**src/rtl/csr_trap_ctrl.sv**
```systemverilog
// Arbiter/sequencer sharing the machine CSR file's read port and two write ports
// between trap entry, mret and CSR instructions; also drives the PC redirect.
module csr_trap_ctrl #(
  parameter int XLEN        = 32,
  parameter int CSR_AW      = 2,
  parameter int IDX_MSTATUS = 0,
  parameter int IDX_MTVEC   = 1,
  parameter int IDX_MEPC    = 2,
  parameter int IDX_MCAUSE  = 3
) (
  input  logic              clk,
  input  logic              rst_n,
  input  logic              trap_valid_in,
  output logic              trap_ready_out,
  input  logic [XLEN-1:0]   trap_pc_in,
  input  logic [XLEN-1:0]   trap_cause_in,
  input  logic              mret_valid_in,
  output logic              mret_ready_out,
  input  logic              inst_valid_in,
  output logic              inst_ready_out,
  input  logic [CSR_AW-1:0] inst_addr_in,
  input  logic              inst_wen_in,
  input  logic [XLEN-1:0]   inst_wdata_in,
  output logic [XLEN-1:0]   inst_rdata_out,
  output logic              inst_rdata_valid_out,
  output logic              csr_wr_en_out,
  output logic [CSR_AW-1:0] csr_wr_addr_out_1,
  output logic [XLEN-1:0]   csr_wr_data_out_1,
  output logic [CSR_AW-1:0] csr_wr_addr_out_2,
  output logic [XLEN-1:0]   csr_wr_data_out_2,
  output logic [CSR_AW-1:0] csr_rd_addr_out,
  input  logic [XLEN-1:0]   csr_rd_data_in,
  output logic              redirect_valid_out,
  output logic [XLEN-1:0]   redirect_pc_out,
  output logic              busy_out
);

  localparam logic [CSR_AW-1:0] A_MTVEC  = CSR_AW'(IDX_MTVEC);
  localparam logic [CSR_AW-1:0] A_MEPC   = CSR_AW'(IDX_MEPC);
  localparam logic [CSR_AW-1:0] A_MCAUSE = CSR_AW'(IDX_MCAUSE);

  // mstatus is never touched here, but its slot must not alias the ones we write.
  if (IDX_MSTATUS == IDX_MTVEC || IDX_MSTATUS == IDX_MEPC || IDX_MSTATUS == IDX_MCAUSE) begin : g_idx_alias
    $error("csr_trap_ctrl: IDX_MSTATUS aliases another CSR index");
  end

  typedef enum logic [2:0] {
    IDLE      = 3'd0,
    TRAP_SAVE = 3'd1,
    TRAP_JUMP = 3'd2,
    MRET_JUMP = 3'd3,
    INST_RW   = 3'd4
  } state_e;

  state_e            state_q, state_d;
  logic [XLEN-1:0]   pc_q, pc_d;
  logic [XLEN-1:0]   cause_q, cause_d;
  logic [CSR_AW-1:0] addr_q, addr_d;
  logic [XLEN-1:0]   wdata_q, wdata_d;
  logic              wen_q, wen_d;

  always_ff @(posedge clk or negedge rst_n) begin
    if (!rst_n) begin
      state_q <= IDLE;
      pc_q    <= '0;
      cause_q <= '0;
      addr_q  <= '0;
      wdata_q <= '0;
      wen_q   <= 1'b0;
    end else begin
      state_q <= state_d;
      pc_q    <= pc_d;
      cause_q <= cause_d;
      addr_q  <= addr_d;
      wdata_q <= wdata_d;
      wen_q   <= wen_d;
    end
  end

  always_comb begin
    state_d              = state_q;
    pc_d                 = pc_q;
    cause_d              = cause_q;
    addr_d               = addr_q;
    wdata_d              = wdata_q;
    wen_d                = wen_q;
    trap_ready_out       = 1'b0;
    mret_ready_out       = 1'b0;
    inst_ready_out       = 1'b0;
    inst_rdata_out       = '0;
    inst_rdata_valid_out = 1'b0;
    csr_wr_en_out        = 1'b0;
    csr_wr_addr_out_1    = '0;
    csr_wr_data_out_1    = '0;
    csr_wr_addr_out_2    = '0;
    csr_wr_data_out_2    = '0;
    csr_rd_addr_out      = '0;
    redirect_valid_out   = 1'b0;
    redirect_pc_out      = '0;
    case (state_q)
      IDLE: begin
        trap_ready_out = trap_valid_in;
        mret_ready_out = mret_valid_in & ~trap_valid_in;
        inst_ready_out = inst_valid_in & ~trap_valid_in & ~mret_valid_in;
        if (trap_valid_in) begin
          pc_d    = trap_pc_in;
          cause_d = trap_cause_in;
          state_d = TRAP_SAVE;
        end else if (mret_valid_in) begin
          state_d = MRET_JUMP;
        end else if (inst_valid_in) begin
          addr_d  = inst_addr_in;
          wen_d   = inst_wen_in;
          wdata_d = inst_wdata_in;
          state_d = INST_RW;
        end
      end
      TRAP_SAVE: begin
        csr_wr_en_out     = 1'b1;
        csr_wr_addr_out_1 = A_MEPC;
        csr_wr_data_out_1 = pc_q;
        csr_wr_addr_out_2 = A_MCAUSE;
        csr_wr_data_out_2 = cause_q;
        csr_rd_addr_out   = A_MTVEC;
        state_d           = TRAP_JUMP;
      end
      TRAP_JUMP: begin
        // Direct mode only: the vector's mode bits are dropped from the target.
        csr_rd_addr_out    = A_MTVEC;
        redirect_valid_out = 1'b1;
        redirect_pc_out    = {csr_rd_data_in[XLEN-1:2], 2'b00};
        state_d            = IDLE;
      end
      MRET_JUMP: begin
        csr_rd_addr_out    = A_MEPC;
        redirect_valid_out = 1'b1;
        redirect_pc_out    = csr_rd_data_in;
        state_d            = IDLE;
      end
      INST_RW: begin
        // The read is combinational, so it returns the value before this edge's write.
        csr_rd_addr_out      = addr_q;
        inst_rdata_out       = csr_rd_data_in;
        inst_rdata_valid_out = 1'b1;
        if (wen_q) begin
          csr_wr_en_out     = 1'b1;
          csr_wr_addr_out_1 = addr_q;
          csr_wr_data_out_1 = wdata_q;
          csr_wr_addr_out_2 = addr_q;
          csr_wr_data_out_2 = wdata_q;
        end
        state_d = IDLE;
      end
      default: state_d = IDLE;
    endcase
  end

  assign busy_out = (state_q != IDLE);

endmodule

```
**config.mk**
```make
export PLATFORM = sky130hd
export DESIGN_NAME = csr_trap_ctrl
export DESIGN_NICKNAME = d
export VERILOG_FILES = /design/src/rtl/csr_trap_ctrl.sv
export SDC_FILE = /design/constraint.sdc
export NUM_CORES = 1
export LEC_CHECK = 0
export ABC_AREA = 1
export CAP_MARGIN = 0
export CORE_ASPECT_RATIO = 1.75
export CORE_MARGIN = 10
export CORE_UTILIZATION = 39
export CTS_CLUSTER_DIAMETER = 30
export DETAILED_ROUTE_END_ITERATION = 8
export GPL_TIMING_DRIVEN = 0
export PLACE_DENSITY = 0.81
export SLEW_MARGIN = 0
export SYNTH_ARGS = -nofsm -noshare
export SYNTH_HDL_FRONTEND = slang
export SYNTH_SLANG_ARGS = --single-unit
```
**constraint.sdc**
```tcl
create_clock -name clk -period 2 [get_ports clk]
set_input_delay 0.4 -clock clk [delete_from_list [all_inputs] [get_ports clk]]
set_output_delay 0.4 -clock clk [all_outputs]
set_load 0.005 [all_outputs]
```
==> flow_summary.json <==
{
  "outcome": "complete, but fails checks",
  "violations": "negative setup slack",
  "via_per_inst": 4.86,
  "fin_area_um2": 9520,
  "antenna_found_initial": 1,
  "synth_top_cell_by_area": "dfrtp_1",
  "gp_congestion": 0.932,
  "grt_pass1_wl_mm": 35.2,
  "cp.arrival_ns": 1.85,
  "synth-seq-cells": 102,
  "placed_area_um2": 8070,
  "required_ns": 1.60,
  "crit_path_start_kind": "register",
  "ios": 277,
  "yosysMostFrequentCell": "nand2_1",
  "grt_max_degree": 56,
  "synth_top_area_share_pct": 50.4,
  "fin_crit_sh_pct": 112,
  "nets": 1217,
  "synth_area_um2": 5070,
  "hpwl_mm": 16.7,
  "drv_slew": 0,
  "grt_pass1_vias": 6217,
  "rsz0062_at_grt": "yes",
  "drv_cap": 0,
  "met3WireLength_mm": 1.60,
  "wl_per_cell_um": 19.5,
  "synth-seq-area-share_pct": 50.4,
  "synth_cell_types": 15,
  "synth_top_flop_cell": "dfrtp_1",
  "finClkSkew_ns": 0.00931,
  "synth_cells": 734,
  "crit_type": "reg -> out",
  "power_density_nw_per_um2": 1230,
  "synth_edf_count": 0,
  "worst_slack_ns": -0.249,
  "cp-end-kind": "output pin",
  "finalSetupTns_ns": -15.77,
  "crit_start": "state_q[1]$_DFFE_PN0P_",
  "ys_warn_count": 0,
  "cp-endpoint": "csr_wr_data_out_1[16]",
  "totalWireLength_mm": 24.6,
  "area_growth_pct": 87.8,
  "layout-drive-gt1-share_pct": 36.8,
  "cp_max_fo": 4,
  "reg2reg_depth": 9,
  "leakagePower_nw": 5.55,
  "clk_pin_slew_worst_paths_ns": 0.08,
  "gr-total-overflow": 0,
  "die_h_um": 171,
  "drc": 0,
  "ant_nets": 0,
  "fin_crit_ns": 2.25,
  "dr.max_layer_used": "met4",
  "regToRegEndpoint": "pc_q[29]$_DFFE_PN0P_",
  "synth_nets": 870,
  "vdd_drop_max_mv": 0.803,
  "drt-met1-wl_mm": 8.36,
  "async_reset_ff_share_pct": 100,
  "numCtsBuffers": 9,
  "clk_latency_ns": 0.35,
  "avgSynthCellArea_um2": 6.90,
  "dieArea_um2": 18100,
  "ys_top_cells_by_area": "dfrtp_1 (50%), nand2_1 (32%), nor2_1 (5.2%)",
  "relSlewSlack_pct": 55.8,
  "drtPass1Iterations": 4,
  "rows": 55,
  "cts-root-buf": "clkbuf_16",
  "r2r-start": "state_q[0]$_DFFE_PN0P_",
  "die_w_um": 106,
  "synth_commonest_cells": "nand2_1 (434), dfrtp_1 (102), nor2_1 (70), inv_1 (38), nand3_1 (36)",
  "cts_max_level": 3,
  "vias": 6114,
  "start_util_pct": 39.4,
  "setup_viol_count_final": 106,
  "hold_viol": 0,
  "hp-class": "in -> async",
  "r2r_setup_slack_ns": 0.13,
  "clockBufferDepth": 2,
  "grt.total_usage_pct": 25.0,
  "drt_iter0_markers": 327,
  "core_area_um2": 12900,
  "cts_sinks": 102,
  "cts_tree": "yes",
  "tightest_slew_ns": 0.663,
  "fmax_mhz": 445,
  "met2_length_mm": 13.5,
  "numPortBuffers": 276
}
==> critical path: stages, from the launching register on <==
cell,delay [ns]
dfrtp_2,0.45
nor2_4,0.16
nand2_4,0.07
nor2_4,0.14
buf_12,0.13
buf_8,0.10
buf_6,0.12
buf_12,0.11
nand2_4,0.04
nand2_1,0.05
buf_2,0.12
==> state kept, by name, summed over array words and instances, names as in the netlist <==
| signal | count |
|---|---|
| wdata_q | 32 |
| cause_q | 32 |
| wen_q | 1 |
| pc_q | 32 |
| addr_q | 2 |
| state_q | 3 |
==> placed cells by master, fill, tap and decap left out <==
cell,netlist,final
clkbuf_2,0,33
buf_2,25,87
buf_4,9,26
buf_6,0,58
clkinv_8,0,1
nand2_1,434,338
dlygate4sd2_1,0,4
inv_1,38,35
o21ai_0,3,1
o21ai_2,0,2
nand2_8,0,1
inv_4,0,1
inv_8,0,3
nand3_2,0,1
nand3_1,36,35
diode_2,0,2
buf_12,0,8
nor2_1,70,38
dfrtp_2,0,2
clkdlybuf4s50_1,0,133
nor2_2,2,13
nand2_4,0,37
inv_2,4,5
clkinv_4,0,1
nor3_4,0,1
inv_6,0,1
dlymetal6s2s_1,0,2
nand2_2,3,61
buf_8,0,17
dfrtp_1,102,100
buf_16,0,3
bufinv_16,0,2
nor2_4,2,23
clkbuf_16,0,13
==> worst min path at each step <==
stage                       startpoint                 endpoint  slack, ns  cells past startpoint
4_1_cts                          rst_n   cause_q[7]$_DFFE_PN0P_       0.09                      1
6_report                         rst_n   cause_q[7]$_DFFE_PN0P_       0.06                      1
2_1_floorplan                    rst_n    addr_q[0]$_DFFE_PN0P_       0.10                      0
3_3_place_gp   cause_q[26]$_DFFE_PN0P_  cause_q[26]$_DFFE_PN0P_       0.45                      2
3_5_place_dp      pc_q[11]$_DFFE_PN0P_     pc_q[11]$_DFFE_PN0P_       0.46                      2
5_1_grt                          rst_n   cause_q[9]$_DFFE_PN0P_       0.11                      1
==> area by class of cell <==
cell class                 count  area [um^2]
fill                         945         3350
timing repair buffer         339         3090
multi-input combinational    551         2790
sequential                   102         2550
buffer                        36          350
clock buffer                   9          225
tap                          171          214
inverter                      42          168
clock inverter                 7          116
antenna                        2         5.00
==> per-stage QoR <==
step | worst slack, ns | total power, mW | utilization, % | hold WS (ns) | std cells
final | -0.249 | 11.7 | 73.9 | 0.0642 | 1259
after global routing | -0.309 | 12.5 | 73.9 | 0.107 | 1258
after CTS | -0.266 | 11.2 | 70.6 | 0.0887 | 1252
after detailed placement | -0.834 | 8.18 | 62.7 | 0.458 | 1182
after global placement | -3.48 | 8.04 | 62.5 | 0.453 | 1181
after floorplan | 0.384 | 5.67 | - | 0.104 | 734
==> routing by layer <==
| layer | up-vias | track usage, % |
|---|---|---|
| met5 | - | 0 |
| met4 | 0 | 10.8 |
| met3 | 67 | 5.46 |
| met2 | 267 | 47.5 |
| met1 | 2901 | 25.2 |
| li1 | 2879 | - |
==> power breakdown <==
group / switching [mW] / internal [mW]
registers: 0.779 / 3.04
clock network: 0.882 / 1.13
logic: 3.08 / 2.82
total: 4.74 / 6.99
==> cells by family (layout without fill, tap and decap cells) <==
kind of cell	Yosys count	after routing	share of synthesized area, %
AND/OR/NAND/NOR	548	548	42.0
flip-flops	102	102	50.4
buffers and inverters	81	433	7.28
AO/OA/AOI/OAI	3	3	0.296
other	0	2	0
==> what timing repair did <==
action	in CTS	in global routing
endpoints found under the setup margin	140	146
cloned	8	2
hold endpoints to repair	0	0
buffers inserted	48	10
hold buffers	0	0
resized for setup	641	218
pin swaps	24	26
(Power assumes the default switching activity.)
